--- config.mk ---
export PLATFORM = sky130hd
export DESIGN_NAME = bus_arbiter
export DESIGN_NICKNAME = d
export VERILOG_FILES = /design/src/rtl/bus_arbiter_pkg.sv /design/src/rtl/arb_timeout.sv /design/src/rtl/bus_arbiter.sv
export SDC_FILE = /design/constraint.sdc
export NUM_CORES = 1
export LEC_CHECK = 0
export CELL_PAD_IN_SITES_DETAIL_PLACEMENT = 2
export CELL_PAD_IN_SITES_GLOBAL_PLACEMENT = 2
export CORE_MARGIN = 5
export CORE_UTILIZATION = 23
export DETAILED_ROUTE_END_ITERATION = 8
export PLACE_DENSITY_LB_ADDON = 0.25
export SLEW_MARGIN = 10
export SYNTH_ARGS = -nofsm -noshare
export SYNTH_HDL_FRONTEND = slang
export SYNTH_HIERARCHICAL = 1
export SYNTH_SLANG_ARGS = --single-unit
--- constraint.sdc ---
create_clock -name clk -period 4.9 [get_ports clk]
set_clock_uncertainty 0.15 [all_clocks]
set_input_delay 0.98 -clock clk [delete_from_list [all_inputs] [get_ports clk]]
set_output_delay 0.98 -clock clk [all_outputs]
set_load 0.005 [all_outputs]
--- src/rtl/bus_arbiter_pkg.sv ---
// Shared definitions for the bus arbiter: FSM state encoding, the full-word byte
// select and the default parameter values.
package bus_arbiter_pkg;

  typedef enum logic [1:0] {
    StIdle    = 2'd0,
    StMemBusy = 2'd1,
    StIfBusy  = 2'd2
  } arb_state_e;

  // Instruction fetches always read the whole word.
  localparam logic [3:0] SelFull = 4'b1111;

  localparam int unsigned DefAddrW         = 32;
  localparam int unsigned DefDataW         = 32;
  localparam int unsigned DefTimeoutCycles = 255;

endpackage

--- src/rtl/arb_timeout.sv ---
// Bus watchdog for the arbiter. Counts BUSY cycles that pass without an ack and
// fires a one-cycle timeout when the TIMEOUT_CYCLES-th such cycle is reached. The
// error flag is sticky until reset. Compiled only when ARB_TIMEOUT_EN is defined.
//
// Ports:
//   clk, rst   - clock, asynchronous active-high reset
//   busy_i     - arbiter is in a BUSY state (transfer outstanding)
//   ack_i      - bus acknowledge
//   timeout_o  - this cycle is the last one the transfer may wait
//   err_o      - sticky timeout flag
`ifdef ARB_TIMEOUT_EN
module arb_timeout
  import bus_arbiter_pkg::*;
#(
  parameter int unsigned TIMEOUT_CYCLES = DefTimeoutCycles
) (
  input  logic clk,
  input  logic rst,
  input  logic busy_i,
  input  logic ack_i,
  output logic timeout_o,
  output logic err_o
);

  // At least 8 bits, wider only if the limit needs it.
  localparam int unsigned    CntW    = (TIMEOUT_CYCLES > 255) ? $clog2(TIMEOUT_CYCLES + 1) : 8;
  localparam logic [CntW-1:0] CntLast = CntW'(TIMEOUT_CYCLES - 1);

  logic [CntW-1:0] cnt_q, cnt_d;
  logic            err_q, err_d;
  logic            waiting;

  assign waiting   = busy_i & ~ack_i;
  assign timeout_o = waiting & (cnt_q == CntLast);

  always_comb begin
    cnt_d = '0;
    if (waiting && !timeout_o) begin
      cnt_d = cnt_q + 1'b1;
    end
    err_d = err_q | timeout_o;
  end

  always_ff @(posedge clk or posedge rst) begin
    if (rst) begin
      cnt_q <= '0;
      err_q <= 1'b0;
    end else begin
      cnt_q <= cnt_d;
      err_q <= err_d;
    end
  end

  assign err_o = err_q;

endmodule
`endif

--- src/rtl/bus_arbiter.sv ---
// Two-master arbiter sharing one bus between the instruction-fetch (IF) and memory
// (MEM) pipeline stages. MEM has priority. The winner's request is registered onto
// the bus and held until ack; read data is captured into a per-side register and a
// per-side done flag suppresses re-issue until that side's hold input drops.
//
// Ports:
//   clk, rst                      - clock, asynchronous active-high reset
//   if_*                          - IF request, hold, read data, stall request
//   mem_*                         - MEM request, hold, read data, stall request
//   bus_*                         - shared bus master interface
//   bus_err_o                     - sticky watchdog error (ARB_TIMEOUT_EN only)
//
// Configuration macro: ARB_TIMEOUT_EN enables the arb_timeout watchdog and bus_err_o.
module bus_arbiter
  import bus_arbiter_pkg::*;
#(
  parameter int unsigned ADDR_W         = DefAddrW,
  parameter int unsigned DATA_W         = DefDataW,
  parameter int unsigned TIMEOUT_CYCLES = DefTimeoutCycles
) (
  input  logic              clk,
  input  logic              rst,
  // IF side
  input  logic              if_ce_i,
  input  logic [ADDR_W-1:0] if_addr_i,
  input  logic              if_hold_i,
  output logic [DATA_W-1:0] if_rdata_o,
  output logic              stallreq_if_o,
  // MEM side
  input  logic              mem_ce_i,
  input  logic              mem_we_i,
  input  logic [3:0]        mem_sel_i,
  input  logic [ADDR_W-1:0] mem_addr_i,
  input  logic [DATA_W-1:0] mem_wdata_i,
  input  logic              mem_hold_i,
  output logic [DATA_W-1:0] mem_rdata_o,
  output logic              stallreq_mem_o,
  // Shared bus
  output logic              bus_req_o,
  output logic              bus_we_o,
  output logic [3:0]        bus_sel_o,
  output logic [ADDR_W-1:0] bus_addr_o,
  output logic [DATA_W-1:0] bus_wdata_o,
  input  logic [DATA_W-1:0] bus_rdata_i,
  input  logic              bus_ack_i
`ifdef ARB_TIMEOUT_EN
  ,
  output logic              bus_err_o
`endif
);

  arb_state_e        state_q, state_d;
  logic              bus_req_q, bus_req_d;
  logic              bus_we_q, bus_we_d;
  logic [3:0]        bus_sel_q, bus_sel_d;
  logic [ADDR_W-1:0] bus_addr_q, bus_addr_d;
  logic [DATA_W-1:0] bus_wdata_q, bus_wdata_d;
  logic [DATA_W-1:0] if_rdata_q, if_rdata_d;
  logic [DATA_W-1:0] mem_rdata_q, mem_rdata_d;
  logic              if_done_q, if_done_d;
  logic              mem_done_q, mem_done_d;

  logic              busy;
  logic              timeout;
  logic              xfer_end;
  logic [DATA_W-1:0] xfer_rdata;

  assign busy = (state_q != StIdle);

`ifdef ARB_TIMEOUT_EN
  arb_timeout #(
    .TIMEOUT_CYCLES(TIMEOUT_CYCLES)
  ) u_arb_timeout (
    .clk      (clk),
    .rst      (rst),
    .busy_i   (busy),
    .ack_i    (bus_ack_i),
    .timeout_o(timeout),
    .err_o    (bus_err_o)
  );
`else
  assign timeout = 1'b0;
  logic unused_timeout_cycles;
  assign unused_timeout_cycles = ^TIMEOUT_CYCLES;
`endif

  // A timed-out transfer completes like an ack but delivers zero data.
  assign xfer_end   = bus_ack_i | timeout;
  assign xfer_rdata = timeout ? '0 : bus_rdata_i;

  always_comb begin
    state_d     = state_q;
    bus_req_d   = bus_req_q;
    bus_we_d    = bus_we_q;
    bus_sel_d   = bus_sel_q;
    bus_addr_d  = bus_addr_q;
    bus_wdata_d = bus_wdata_q;
    if_rdata_d  = if_rdata_q;
    mem_rdata_d = mem_rdata_q;
    // Done survives only while the stage stays frozen.
    if_done_d   = if_done_q & if_hold_i;
    mem_done_d  = mem_done_q & mem_hold_i;

    unique case (state_q)
      StIdle: begin
        if (mem_ce_i && !mem_done_q) begin
          state_d     = StMemBusy;
          bus_req_d   = 1'b1;
          bus_we_d    = mem_we_i;
          bus_sel_d   = mem_sel_i;
          bus_addr_d  = mem_addr_i;
          bus_wdata_d = mem_wdata_i;
        end else if (if_ce_i && !if_done_q) begin
          state_d     = StIfBusy;
          bus_req_d   = 1'b1;
          bus_we_d    = 1'b0;
          bus_sel_d   = SelFull;
          bus_addr_d  = if_addr_i;
          bus_wdata_d = '0;
        end
      end
      StMemBusy: begin
        if (xfer_end) begin
          state_d   = StIdle;
          bus_req_d = 1'b0;
          // A requester that has gone away gets no data and no done.
          if (mem_ce_i) begin
            mem_done_d  = 1'b1;
            mem_rdata_d = xfer_rdata;
          end
        end
      end
      StIfBusy: begin
        if (xfer_end) begin
          state_d   = StIdle;
          bus_req_d = 1'b0;
          if (if_ce_i) begin
            if_done_d  = 1'b1;
            if_rdata_d = xfer_rdata;
          end
        end
      end
      default: state_d = StIdle;
    endcase
  end

  always_ff @(posedge clk or posedge rst) begin
    if (rst) begin
      state_q     <= StIdle;
      bus_req_q   <= 1'b0;
      bus_we_q    <= 1'b0;
      bus_sel_q   <= '0;
      bus_addr_q  <= '0;
      bus_wdata_q <= '0;
      if_rdata_q  <= '0;
      mem_rdata_q <= '0;
      if_done_q   <= 1'b0;
      mem_done_q  <= 1'b0;
    end else begin
      state_q     <= state_d;
      bus_req_q   <= bus_req_d;
      bus_we_q    <= bus_we_d;
      bus_sel_q   <= bus_sel_d;
      bus_addr_q  <= bus_addr_d;
      bus_wdata_q <= bus_wdata_d;
      if_rdata_q  <= if_rdata_d;
      mem_rdata_q <= mem_rdata_d;
      if_done_q   <= if_done_d;
      mem_done_q  <= mem_done_d;
    end
  end

  assign bus_req_o      = bus_req_q;
  assign bus_we_o       = bus_we_q;
  assign bus_sel_o      = bus_sel_q;
  assign bus_addr_o     = bus_addr_q;
  assign bus_wdata_o    = bus_wdata_q;
  assign if_rdata_o     = if_rdata_q;
  assign mem_rdata_o    = mem_rdata_q;
  assign stallreq_if_o  = ~rst & if_ce_i & ~if_done_q;
  assign stallreq_mem_o = ~rst & mem_ce_i & ~mem_done_q;

endmodule
==> reports/metrics.cfg <==
[outcome]
outcome = completed

[worst_hold_path]
whs_endpoint = if_done_q
worstHoldStart = if_done_q
hp-class = reg2reg
hold_depth = 2

[floorplan]
dieArea_um2 = 27280
row_count = 56
ios = 276
core-area_um2 = 23610
die_h_um = 165.2
initial_core_util_pct = 23.45
chipWidth_um = 165.2

[cts]
clockBufferDepth = 2
hold_buffers = 0
root_buffer = clkbuf_16
postCtsSetupBuffers = 0
clkTransAtPathRegs_ns = 0.06
cts_resized = 0
clk-insertion-delay-late_ns = 0.41
numCtsBuffers = 17
cts_tree = done
h-tree-depth = 4
clkSinkCount = 138

[global_routing]
grt_pass1_vias = 4835
grt_pass1_wl_um = 28700
grt.total_usage_pct = 13.66
gr-total-overflow = 0
antenna_found_initial = 1
grt_max_degree = 116

[layout]
syn_to_final_growth_pct = 66.43
final_layout_size_suffix_gt1_share_pct = 25.47
nets = 773
insertedDiodeCount = 0

[drt]
routedWlPerCell_um = 19.61
post_drt_via_cell_ratio = 4.251
finalWirelength_um = 18800
final_antenna_net_count = 0
num_vias = 4077
drc = 0
drt_iter0_markers = 93
dr.pass1.iters = 4

[logic_synthesis]
synth_compound_area_share_pct = 7.185
yosysMostFrequentCell = dfrtp_1
synth-simple-area-share_pct = 1.310
ys.warnings.count = 6
syn_area_per_cell_um2 = 15.69
synth_top_area_share_pct = 62.36
ys_seq_elements = 138
synth_cells = 353
synth_top_family_by_area = multiplexers
netlist_top_cells_count = dfrtp_1 (138), mux2_2 (123), a22o_1 (33)
synthFlopType = dfrtp_1
async_reset_ff_share_pct = 100.0
netlist_area_um2 = 5538
synth_top_area_cell = dfrtp_1
syn_nets = 496
ys_top_cells_by_area = dfrtp_1 (62%), mux2_2 (25%), a22o_1 (5.2%)
synthMuxAreaShare_pct = 26.03
synthXorXnorAreaFrac_pct = 0
synthAdderAreaFrac_pct = 0.6778
synthDistinctLibCells = 25
ys_seq_area_share_pct = 62.36
synth_edf_count = 0

[timing]
fmax_mhz = 269.3
fin_crit_sh_pct = 75.77
setup_viol = 0
tightest_slew_ns = 1.170
final_hold_viol_count = 0
period_needed_ns = 3.713
relSlewSlack_pct = 21.99
drv_slew = 0
rsz0062_at_grt = false
tns_ns = 0
layout_setup_ws_ns = 1.187

[pwr]
irDropWorstVdd_mv = 0.2625
power.density_nw_per_um2 = 606.0
leakagePower_nw = 3.827

[worst_setup_path]
regToRegSetupSlack_ns = 2.38
start_kind = primary input
cp_max_fo = 40
cp-end-kind = output pin
r2r-end = bus_addr_o[21]
cp.required_ns = 3.77
cpPeakStageDelay_ns = 0.54
worstPathArrival_ns = 2.58
reg2reg_depth = 3
crit_type = in2out
crit_chain = clkdlybuf4s50_1, nand2b_4, nor2_1, clkdlybuf4s50_1
timing.rr.start = mem_done_q
crit_buf_inv = 2
cpMostUsedCell = clkdlybuf4s50_1
cp_slowest_cell = clkdlybuf4s50_1
cp_top_family = buffers and inverters

[placed_design]
port_buffers = 275
pre_cts_slack_ns = 1.173
dp_hpwl_um = 14060
place_congestion = 0.7210

[run]
drv_cap = 0

==> where the power goes <==
group / internal (mW) / total (mW) / switching (mW)
combinational: 1.52 / 2.32 / 0.798
clock: 0.807 / 1.29 / 0.488
sequential: 1.68 / 1.97 / 0.291
total: 4.01 / 5.58 / 1.58
==> layout by cell type, fill, tap and decap left out <==
master           Yosys  routed
o22a_1               4       4
o21ai_0              1       1
ha_1                 3       3
clkbuf_16            0      17
dfrtp_1            138     138
o32ai_1              1       1
a22o_1              33      33
nand2b_1             1       1
clkbuf_8             0       1
a21o_1               1       1
bufinv_16            0       3
mux2_1               5       5
a21oi_4              1       1
buf_4                3       2
nand2_1              4       4
o21ba_2              1       1
a21boi_0             1       1
clkinv_2             0       3
inv_1                4       3
nand3_2              0       2
nor2_1               4       3
inv_6                0       3
or2_2                1       1
nand2b_4             1       1
nor2b_1              1       1
nor2_2               0       1
clkdlybuf4s50_1      0     275
clkinv_4             0       2
clkinvlp_4           0       1
mux2_2             123     123
a41oi_1              1       1
a21oi_1              2       2
buf_16               0       1
==> how the worst max path moves through the flow <==
stage	start	endpoint	slack [ns]	cells after the start
after floorplan	rst	bus_addr_o[0]	0.07	1
after global placement	mem_ce_i	stallreq_mem_o	1.17	4
after detailed placement	mem_ce_i	stallreq_mem_o	1.17	4
after CTS	mem_ce_i	stallreq_mem_o	1.17	4
after global routing	mem_ce_i	stallreq_mem_o	1.05	4
final	mem_ce_i	stallreq_mem_o	1.19	4
==> layout make-up <==
cell class | count | area (um2)
Fill cell | 2373 | 14400
Sequential cell | 138 | 3453
Timing Repair Buffer | 278 | 2795
Multi-Input combinational cell | 191 | 1962
Clock buffer | 18 | 439.2
Tap cell | 319 | 399.1
Clock inverter | 11 | 147.6
Inverter | 4 | 20.02
==> layer usage <==
layer,track usage (%),up-vias,routed length [um]
li1,-,1838,-
met1,14.97,2045,7018
met2,23.78,176,9497
met3,6.726,16,2078
met4,3.176,2,201
met5,0,-,7
==> worst register-to-register path: stages (launching register included) <==
cell and delay, ns:
dfrtp_1 0.38, nand2b_4 0.39, a21oi_4 1.01, mux2_2 0.46
==> metrics by stage <==
| stage | instances | util (%) | hold slack (ns) | total power [mW] | cell area, um2 |
|---|---|---|---|---|---|
| floorplan | 353 | - | 0.2867 | 2.845 | 5538 |
| global placement | 929 | 36.43 | 0.3107 | 4.271 | 8602 |
| detailed placement | 929 | 36.43 | 0.3220 | 4.366 | 8602 |
| CTS | 958 | 38.91 | 0.3378 | 5.723 | 9189 |
| global route | 959 | 39.03 | 0.3599 | 5.945 | 9216 |
| finish | 959 | 39.03 | 0.3319 | 5.585 | 9216 |
==> registers in the layout, indices dropped and copies added, names as in the netlist <==
| signal | cells |
|---|---|
| state_q | 2 |
| bus_we_o | 1 |
| bus_req_o | 1 |
| bus_sel_o | 4 |
| if_rdata_o | 32 |
| if_done_q | 1 |
| bus_addr_o | 32 |
| mem_done_q | 1 |
| bus_wdata_o | 32 |
| mem_rdata_o | 32 |
==> cells by family (layout without fill, tap and decap cells) <==
group           Yosys count  in the layout
compound gates           46             46
fa+ha+maj                 3              3
buf+inv                  24            311
flops                   138            138
mux                     128            128
simple gates             14             14
(Power assumes the default switching activity.)
